`config.mk`:
```
export PLATFORM = sky130hd
export DESIGN_NAME = fifo_push_arbiter
export DESIGN_NICKNAME = d
export VERILOG_FILES = /design/src/rtl/fifo_arb_pkg.sv /design/src/rtl/rr_priority_picker.sv /design/src/rtl/fifo_push_arbiter.sv
export SDC_FILE = /design/constraint.sdc
export NUM_CORES = 1
export LEC_CHECK = 0
export BUFFER_PORTS_ARGS = -buffer_cell sky130_fd_sc_hd__buf_2
export CORE_MARGIN = 4
export CORE_UTILIZATION = 47
export CTS_BUF_LIST = sky130_fd_sc_hd__clkbuf_2 sky130_fd_sc_hd__clkbuf_4 sky130_fd_sc_hd__clkbuf_8
export CTS_CLUSTER_SIZE = 24
export DETAILED_ROUTE_END_ITERATION = 12
export GPL_TIMING_DRIVEN = 1
export PLACE_DENSITY = 0.81
export SKIP_LAST_GASP = 1
export SLEW_MARGIN = 20
export SYNTH_ARGS = -nofsm -noshare
export SYNTH_HDL_FRONTEND = slang
export SYNTH_HIERARCHICAL = 1
export SYNTH_SLANG_ARGS = --single-unit
```
`constraint.sdc`:
```
create_clock -name clk -period 2.8 [get_ports clk]
set_input_delay 0 -clock clk [delete_from_list [all_inputs] [get_ports clk]]
set_output_delay 0 -clock clk [all_outputs]
set_load 0.01 [all_outputs]
```
`src/rtl/fifo_arb_pkg.sv`:
```
// Shared types and helpers for the FIFO push arbiter.
//   arb_state_e : arbiter FSM state (ARB_LOCK only reachable with FIFO_ARB_BURST_EN)
//   MAX_NREQ    : upper bound on the number of requesters
//   idx_w()     : index width for a count of n items (never below 1)
package fifo_arb_pkg;

  typedef enum logic {
    ARB_IDLE = 1'b0,
    ARB_LOCK = 1'b1
  } arb_state_e;

  localparam int unsigned MAX_NREQ = 8;

  function automatic int unsigned idx_w(input int unsigned n);
    return (n < 2) ? 1 : $clog2(n);
  endfunction

endpackage

```
`src/rtl/rr_priority_picker.sv`:
```
// Combinational round-robin picker: first set bit of req, searching from
// rr_ptr upward and wrapping modulo NREQ.
//   req       in  NREQ   request vector
//   rr_ptr    in  IDX_W  highest-priority index this cycle (< NREQ)
//   grant_oh  out NREQ   one-hot winner (zero when no request)
//   grant_idx out IDX_W  winner index (zero when no request)
//   grant_any out 1      at least one request present
module rr_priority_picker
  import fifo_arb_pkg::*;
#(
  parameter int unsigned NREQ  = 3,
  parameter int unsigned IDX_W = idx_w(NREQ)
) (
  input  logic [NREQ-1:0]  req,
  input  logic [IDX_W-1:0] rr_ptr,
  output logic [NREQ-1:0]  grant_oh,
  output logic [IDX_W-1:0] grant_idx,
  output logic             grant_any
);

  localparam int unsigned P_W = IDX_W + 1;

  logic [P_W-1:0] pos;

  // Scan NREQ positions starting at rr_ptr; the first hit wins.
  always_comb begin
    grant_oh  = '0;
    grant_idx = '0;
    grant_any = 1'b0;
    pos       = '0;
    for (int unsigned k = 0; k < NREQ; k++) begin
      pos = {1'b0, rr_ptr} + P_W'(k);
      if (pos >= P_W'(NREQ)) pos = pos - P_W'(NREQ);
      if (!grant_any && req[pos[IDX_W-1:0]]) begin
        grant_any                = 1'b1;
        grant_idx                = pos[IDX_W-1:0];
        grant_oh[pos[IDX_W-1:0]] = 1'b1;
      end
    end
  end

endmodule

```
`src/rtl/fifo_push_arbiter.sv`:
```
// Round-robin arbiter sharing one synchronous FIFO write port among NREQ
// producers. Zero-latency valid/ready toward producers; push is suppressed
// while the FIFO reports full.
// Optional feature macro: FIFO_ARB_BURST_EN (locked multi-beat grants of up
// to MAX_BURST beats, terminated by req_last_i or the beat limit).
//   clk, reset   clock; synchronous active-low reset
//   req_valid_i  per-requester beat valid
//   req_last_i   per-requester last-beat flag (burst mode only)
//   req_data_i   packed requester data, requester i at [i*DATA_W +: DATA_W]
//   req_ready_o  per-requester accept (at most one bit high)
//   fifo_full_i  FIFO full flag
//   push_o       FIFO push strobe
//   push_data_o  FIFO push data (zero when not pushing)
//   grant_id_o   current winner index (debug)
module fifo_push_arbiter
  import fifo_arb_pkg::*;
#(
  parameter int unsigned NREQ      = 3,
  parameter int unsigned DATA_W    = 8,
  parameter int unsigned MAX_BURST = 4,
  parameter int unsigned IDX_W     = idx_w(NREQ)
) (
  input  logic                   clk,
  input  logic                   reset,
  input  logic [NREQ-1:0]        req_valid_i,
  input  logic [NREQ-1:0]        req_last_i,
  input  logic [NREQ*DATA_W-1:0] req_data_i,
  output logic [NREQ-1:0]        req_ready_o,
  input  logic                   fifo_full_i,
  output logic                   push_o,
  output logic [DATA_W-1:0]      push_data_o,
  output logic [IDX_W-1:0]       grant_id_o
);

  localparam int unsigned CNT_W = idx_w(MAX_BURST + 1);

  arb_state_e       state, state_nxt;
  logic [IDX_W-1:0] rr_ptr, rr_ptr_nxt;
  logic [IDX_W-1:0] owner, owner_nxt;
  logic [CNT_W-1:0] beat_cnt, beat_cnt_nxt, cnt_inc;

  logic [NREQ-1:0]  pick_oh;
  logic [IDX_W-1:0] pick_idx;
  logic             pick_any;
  logic [IDX_W-1:0] win_idx;
  logic             win_valid;
  logic             accept;

  function automatic logic [IDX_W-1:0] inc_wrap(input logic [IDX_W-1:0] w);
    return (w == IDX_W'(NREQ - 1)) ? '0 : w + IDX_W'(1);
  endfunction

  rr_priority_picker #(
    .NREQ (NREQ),
    .IDX_W(IDX_W)
  ) u_picker (
    .req      (req_valid_i),
    .rr_ptr   (rr_ptr),
    .grant_oh (pick_oh),
    .grant_idx(pick_idx),
    .grant_any(pick_any)
  );

  // Winner selection, handshake outputs and next-state logic.
  always_comb begin
    state_nxt    = state;
    rr_ptr_nxt   = rr_ptr;
    owner_nxt    = owner;
    beat_cnt_nxt = beat_cnt;
    cnt_inc      = beat_cnt + CNT_W'(1);
    win_idx      = pick_idx;
    win_valid    = pick_any;
    req_ready_o  = '0;
    push_data_o  = '0;

    // A locked grant ignores everyone but the owner, even if it idles.
    if (state == ARB_LOCK) begin
      win_idx   = owner;
      win_valid = req_valid_i[owner];
    end

    accept = reset && win_valid && !fifo_full_i;
    push_o = accept;

    if (accept) begin
      req_ready_o = (state == ARB_LOCK) ? (NREQ'(1) << owner) : pick_oh;
      for (int unsigned i = 0; i < NREQ; i++) begin
        if (IDX_W'(i) == win_idx) push_data_o = req_data_i[i*DATA_W +: DATA_W];
      end
    end

    grant_id_o = reset ? win_idx : '0;

    case (state)
      ARB_IDLE: begin
        if (accept) begin
`ifdef FIFO_ARB_BURST_EN
          if (!req_last_i[win_idx] && MAX_BURST > 1) begin
            state_nxt    = ARB_LOCK;
            owner_nxt    = win_idx;
            beat_cnt_nxt = CNT_W'(1);
          end else begin
            rr_ptr_nxt = inc_wrap(win_idx);
          end
`else
          rr_ptr_nxt = inc_wrap(win_idx);
`endif
        end
      end
      ARB_LOCK: begin
        if (accept) begin
          if (req_last_i[owner] || cnt_inc >= CNT_W'(MAX_BURST)) begin
            state_nxt    = ARB_IDLE;
            rr_ptr_nxt   = inc_wrap(owner);
            beat_cnt_nxt = '0;
          end else begin
            beat_cnt_nxt = cnt_inc;
          end
        end
      end
      default: state_nxt = ARB_IDLE;
    endcase
  end

  // Arbiter state registers.
  always_ff @(posedge clk) begin
    if (!reset) begin
      state    <= ARB_IDLE;
      rr_ptr   <= '0;
      owner    <= '0;
      beat_cnt <= '0;
    end else begin
      state    <= state_nxt;
      rr_ptr   <= rr_ptr_nxt;
      owner    <= owner_nxt;
      beat_cnt <= beat_cnt_nxt;
    end
  end

endmodule

```
==> impl_metrics.csv, run 1 <==
group,metric,value,unit
run_status,status,"complete, no violations",
cells_and_area,layout-drive-gt1-share,42.42,%
setup_path,cp.arrival,2.64,ns
route,drtIter0Drc,34,
setup_path,r2r_start,"rr_ptr[0]",
grt,overflow,0,
synthesis,synth.avg_cell_area,7.711,µm²
synthesis,synth.net_count,161,
synthesis,synth_top_area_share,12.66,%
synthesis,synth_most_common_cell,"nor2_1",
pwr,pwr_density_cell,370.1,nW/µm²
route,ant_nets,0,
synthesis,syn_inst,123,
pwr,irDropWorstVdd,0.0002760,V
sta,fin_skew,0.006885,ns
pwr,switchingPower,190.0,µW
cts,path_clk_slew,0.04,ns
cells_and_area,n_antenna_cell,0,
pwr,finalPower,448.7,µW
synthesis,synthTopCellsByCount,"18 x nor2_1, 11 x nand2b_1, 8 x nand2_1",
cts,clockBufferDepth,2,
pwr,power_frac_clock,17.9,%
synthesis,synth_seq_area_share,12.66,%
sta,fmax,378.7,MHz
floorplanning,num_rows,15,
cts,post-cts-setup-buffer-count,0,
pwr,comb_power_share,61.8,%
cts,cts_root_buffer,"clkbuf_4",
setup_path,crit_start,"rr_ptr[0]",
sta,setup_viol,0,
cts,cts_hold_buf,0,
synthesis,synth_edf_count,0,
setup_path,critPathMaxFanout,7,
sta,final-max-slew-violation-count,0,
placed_design,placed_cell_area,1170,µm²
grt,grt.total_usage,18.46,%
route,wl,2611,µm
synthesis,synth_area,948.4,µm²
pwr,swShare,42.36,%
synthesis,synth.distinct_cells,39,
setup_path,worstRegToRegCells,8,
pwr,p_int,258.6,µW
cells_and_area,nNetsFinal,205,
placed_design,portBuffers,44,
floorplanning,die_area,2801,µm²
setup_path,crit_end,"push_data_o[2]",
cells_and_area,finalNonFillerCells,190,
grt,grt_pass1_wl,4008,µm
sta,period_minus_slack,2.640,ns
placed_design,place_hpwl,2117,µm
setup_path,worstPathRequired,2.80,ns
placed_design,gp_congestion,0.8038,
flow_run,maxCapViolations,0,
setup_path,startpoint_type,"flip-flop",
floorplanning,initial_core_util,52.10,%
pwr,leakage,0.5655,nW
sta,setup_tns,0,ns
synthesis,synth_area_leaders,"dfxtp_1 13%, a2111oi_2 11%, nand2b_1 7.3%",
pwr,power.share.sequential,20.3,%
sta,rsz0062_at_grt,"no",
cts,clkLatencyLatePin,0.25,ns
hold_path,worstHoldStart,"req_last_i[0]",
synthesis,synth-main-ff-cell,"dfxtp_1",
route,post_drt_via_cell_ratio,5.579,
route,wl_per_cell,13.74,µm
floorplanning,fp.dieW,52.92,µm
grt,antenna_found_initial,0,
placed_design,dp.cells,187,
setup_path,endpoint_kind,"output pin",
cts,cts_tree,"done",
setup_path,rrSetupSlack,0.51,ns
setup_path,critical_path_class,"reg -> out",
floorplanning,die_h,52.92,µm
synthesis,yosysTopAreaCell,"dfxtp_1",
cts,cts_sinks,6,
floorplanning,ioPinCount,47,
setup_path,r2r_end,"rr_ptr[0]",
grt,grt_pass1_vias,953,
sta,setup_ws,0.1595,ns
route,dr.pass1.iters,4,
sta,hold_viol_final,0,
sta,worst_slew_pin_slew,0.3976,ns
synthesis,ys_seq_elements,6,
placed_design,place_ws,0.1878,ns
route,dr_total_vias,1060,
floorplanning,core,1821,µm²
cells_and_area,area_delta_synth_final,27.84,%
hold_path,min_path_type,"in -> reg",
grt,grt_start_max_net_pins,13,
synthesis,yosys_warnings,6,
sta,fin_crit_sh,94.30,%
cts,cts_made_buffers,3,
cts,htreeDepth,1,
route,drc,0,
cells_and_area,fin_area,1212,µm²
sta,relSlewSlack,73.46,%
synthesis,async_flop_share,0,%
-- worst min-delay path by stage --
stage	endpoint	slack, ns	depth (start not counted)
after detailed placement	beat_cnt[0]	0.32	3
after CTS	beat_cnt[1]	0.06	3
after floorplan	push_data_o[5]	0.14	2
final	beat_cnt[0]	0.06	3
after global routing	beat_cnt[0]	0.08	3
after global placement	beat_cnt[1]	0.30	3
-- placed cells by master (no fill, tap or decap), types with 3 or more instances in the layout --
cell type  count
a2111oi_2      7
a21oi_1        6
and3_1         3
buf_2         44
buf_4          3
clkbuf_4       3
dfxtp_1        6
ha_1           4
inv_1          7
mux2i_1        4
nand2_1        8
nand2b_1      11
nand3b_1       6
nor2_1        18
o21ai_0        5
-- power by group through the flow --
stage	combinational, mW	clock (mW)	sequential (mW)
after floorplan	0.188	0	0.0921
after global placement	0.249	0	0.0926
after detailed placement	0.260	0	0.0927
after CTS	0.263	0.0844	0.0911
after global routing	0.302	0.0850	0.0916
final	0.277	0.0804	0.0912
-- cell families (layout without fill, tap and decap cells) --
group | Yosys count | count (layout) | synth area share, %
multiplexers | 5 | 5 | 6.596
AND/OR/NAND/NOR | 59 | 59 | 36.28
adder cells (fa/ha/maj) | 5 | 5 | 6.596
AO/OA/AOI/OAI | 32 | 32 | 28.63
buffers and inverters | 15 | 57 | 8.312
flip-flops | 6 | 6 | 12.67
XOR/XNOR | 1 | 1 | 0.9237
-- registers in the layout (all words and copies together), names as in the netlist --
register,count
state,1
rr_ptr,2
beat_cnt,3
-- metal layers --
| layer | vias up | track usage [%] | part of all wire [%] |
|---|---|---|---|
| met5 | - | 0 | 0 |
| met4 | 0 | 5.532 | 0.73 |
| met3 | 3 | 1.690 | 3.7 |
| met2 | 23 | 33.68 | 57 |
| met1 | 507 | 22.48 | 39 |
| li1 | 527 | - | - |
-- repair_timing --
action,CTS,global route
resized for setup,2,7
pin swaps,0,1
endpoints found under the setup margin,7,8
-- per-stage QoR --
step / util (%) / hold slack, ns
after floorplan: - / 0.1388
after global placement: 64.26 / 0.3017
after detailed placement: 64.26 / 0.3178
after CTS: 65.64 / 0.05833
after global routing: 66.60 / 0.07635
final: 66.60 / 0.06161
-- worst max-delay path, cell delays in order, from the launching register on --
cell and delay (ns):
dfxtp_1 0.37, inv_1 0.08, ha_1 0.41, nand3b_1 0.14
o21ai_1 0.20, a21oi_1 0.14, o21ai_2 0.22, or3b_4 0.46
nor2_1 0.16, a2111oi_2 0.06, buf_2 0.16
-- area by class of cell --
cell class	count	area, µm²
clock buffers	3	22.52
fillers	167	608.1
inverters	7	26.28
multi-input cells	102	769.5
flip-flops and latches	6	120.1
well taps	25	31.28
repair buffers	47	242.7
(Power assumes the default switching activity.)
==> inputs of run 2 (changes only) <==
CORE_ASPECT_RATIO = 0.8   (was unset)
TNS_END_PERCENT = 5   (was unset)
==> run 2 against run 1 <==
Effect of this change:
- critical path depth decreased by 1
- sequential cell count unchanged
- final area decreased by 0.52%
- routed wire length decreased by 2.0%
- die area increased by 0.17%
- maximum frequency increased by 0.89%
- critical path type unchanged
- critical endpoint is now push_data_o[6]
==> impl_metrics.csv, run 2 (synthesis results as in run 1) <==
group,metric,value,unit
floorplanning,core,1892,µm²
sta,final-max-slew-violation-count,0,
cts,cts_root_buffer,"clkbuf_4",
route,drc,0,
route,drtIter0Drc,30,
grt,grt.total_usage,16.71,%
cells_and_area,fillers,180,
grt,grt_start_max_net_pins,13,
cts,clockBufferDepth,2,
pwr,irDropWorstVdd,0.0003238,V
cells_and_area,final_cell_mix,"44 x buf_2, 18 x nor2_1, 11 x nand2b_1, 8 x nand2_1",
grt,grt_pass1_vias,849,
sta,fin_skew,0.0009985,ns
setup_path,startpoint_type,"flip-flop",
cells_and_area,top_register,"beat_cnt",
hold_path,holdPathEnd,"beat_cnt[0]",
hold_path,min_path_cells,3,
sta,setup_viol,0,
placed_design,portBuffers,44,
setup_path,worstPathRequired,2.80,ns
cells_and_area,n_antenna_cell,0,
cts,htreeDepth,1,
setup_path,critical_path_class,"reg -> out",
sta,hold_viol_final,0,
hold_path,worstHoldStart,"req_last_i[0]",
sta,fmax,382.1,MHz
route,dr.pass1.iters,4,
cells_and_area,layout-drive-gt1-share,42.07,%
grt,overflow,0,
setup_path,r2r_end,"rr_ptr[1]",
setup_path,cp.arrival,2.62,ns
sta,period_minus_slack,2.617,ns
flow_run,maxCapViolations,0,
route,post_drt_via_cell_ratio,5.479,
placed_design,gp_congestion,0.7880,
floorplanning,die_area,2805,µm²
placed_design,place_hpwl,2099,µm
route,dr_total_vias,1030,
cts,cts_made_buffers,3,
cells_and_area,nNetsFinal,204,
cells_and_area,area_delta_synth_final,27.18,%
cts,clkLatencyLatePin,0.24,ns
sta,fin_hold_ws,0.07985,ns
setup_path,worstRegToRegCells,9,
sta,relSlewSlack,68.58,%
cts,path_clk_slew,0.05,ns
cts,cts_tree,"done",
run_status,status,"complete, no violations",
sta,fin_crit_sh,93.47,%
pwr,pwr_density_cell,366.9,nW/µm²
route,ant_nets,0,
grt,grt_pass1_wl,3615,µm
grt,antenna_found_initial,0,
floorplanning,ioPinCount,47,
hold_path,min_path_type,"in -> reg",
cts,cts_sinks,6,
cells_and_area,final_common_cell,"buf_2",
sta,worst_slew_pin_slew,0.4713,ns
setup_path,critPathMaxFanout,9,
setup_path,endpoint_kind,"output pin",
route,wl,2558,µm
cells_and_area,fin_util,63.76,%
cts,post-cts-setup-buffer-count,0,
setup_path,r2r_start,"rr_ptr[0]",
cells_and_area,top_regs,"beat_cnt x3, rr_ptr x2, state x1",
floorplanning,num_rows,14,
setup_path,rrSetupSlack,0.47,ns
pwr,leakage,0.5638,nW
floorplanning,fp.dieW,58.23,µm
cts,cts_hold_buf,0,
floorplanning,die_h,48.18,µm
floorplanning,initial_core_util,50.13,%
sta,setup_tns,0,ns
route,wl_per_cell,13.61,µm
pwr,finalPower,442.5,µW
cells_and_area,largest_reg_flops,3,
-- run 2: cell count changes in the layout (fill, tap and decap cells not counted) --
cell	before	now
mux2i_1	4	3
buf_4	3	2
and2b_2	2	1
and2b_1	0	1
mux2i_2	0	1
-- run 2: report_power, final --
group / internal (mW) / switching [mW]
sequential: 0.0883 / 0.00285
clock: 0.0485 / 0.0307
combinational: 0.119 / 0.153
-- run 2: what timing repair did --
action / 4_1_cts / 5_1_grt
gates resized for setup: 2 / 7
endpoints found under the setup margin: 7 / 10
endpoints found under the hold margin: 0 / 0
-- run 2: worst max path at each step --
stage                    from              to  slack, ns
floorplan           rr_ptr[1]  push_data_o[0]       0.56
global placement    rr_ptr[1]  push_data_o[2]       0.29
detailed placement  rr_ptr[1]  push_data_o[6]       0.19
CTS                 rr_ptr[1]  push_data_o[6]       0.05
global route        rr_ptr[1]  push_data_o[1]     -0.008
finish              rr_ptr[1]  push_data_o[6]       0.18
-- run 2: cell type report --
type	instances	area (µm²)	area share, %
Sequential cell	6	120.1	9.958
Multi-Input combinational cell	102	772.0	64.00
Tap cell	24	30.03	2.490
Inverter	7	26.28	2.178
Clock buffer	3	22.52	1.867
Timing Repair Buffer	46	235.2	19.50
-- run 2: worst max-delay path: stages, from the launching register on --
cell       delay [ns]
dfxtp_1          0.36
inv_1            0.08
ha_2             0.24
mux2i_4          0.22
or2_2            0.30
a21oi_1          0.16
a21oi_2          0.09
and2b_1          0.35
a2111oi_2        0.37
buf_2            0.20
-- run 2: per-stage QoR --
step | instances | worst slack (ns) | area, µm²
2_1_floorplan | 123 | 0.5615 | 948.4
3_3_place_gp | 185 | 0.2863 | 1161
3_5_place_dp | 185 | 0.1850 | 1161
4_1_cts | 188 | 0.05044 | 1187
5_1_grt | 188 | -0.008283 | 1206
6_report | 188 | 0.1829 | 1206
-- run 2: per-layer routing --
| metal | share of wire [%] | vias up | global-route usage [%] |
|---|---|---|---|
| met5 | 0 | - | 0 |
| met4 | 0.55 | 0 | 6.019 |
| met3 | 2.9 | 2 | 1.587 |
| met2 | 54 | 12 | 29.50 |
| met1 | 43 | 495 | 21.89 |
| li1 | - | 521 | - |
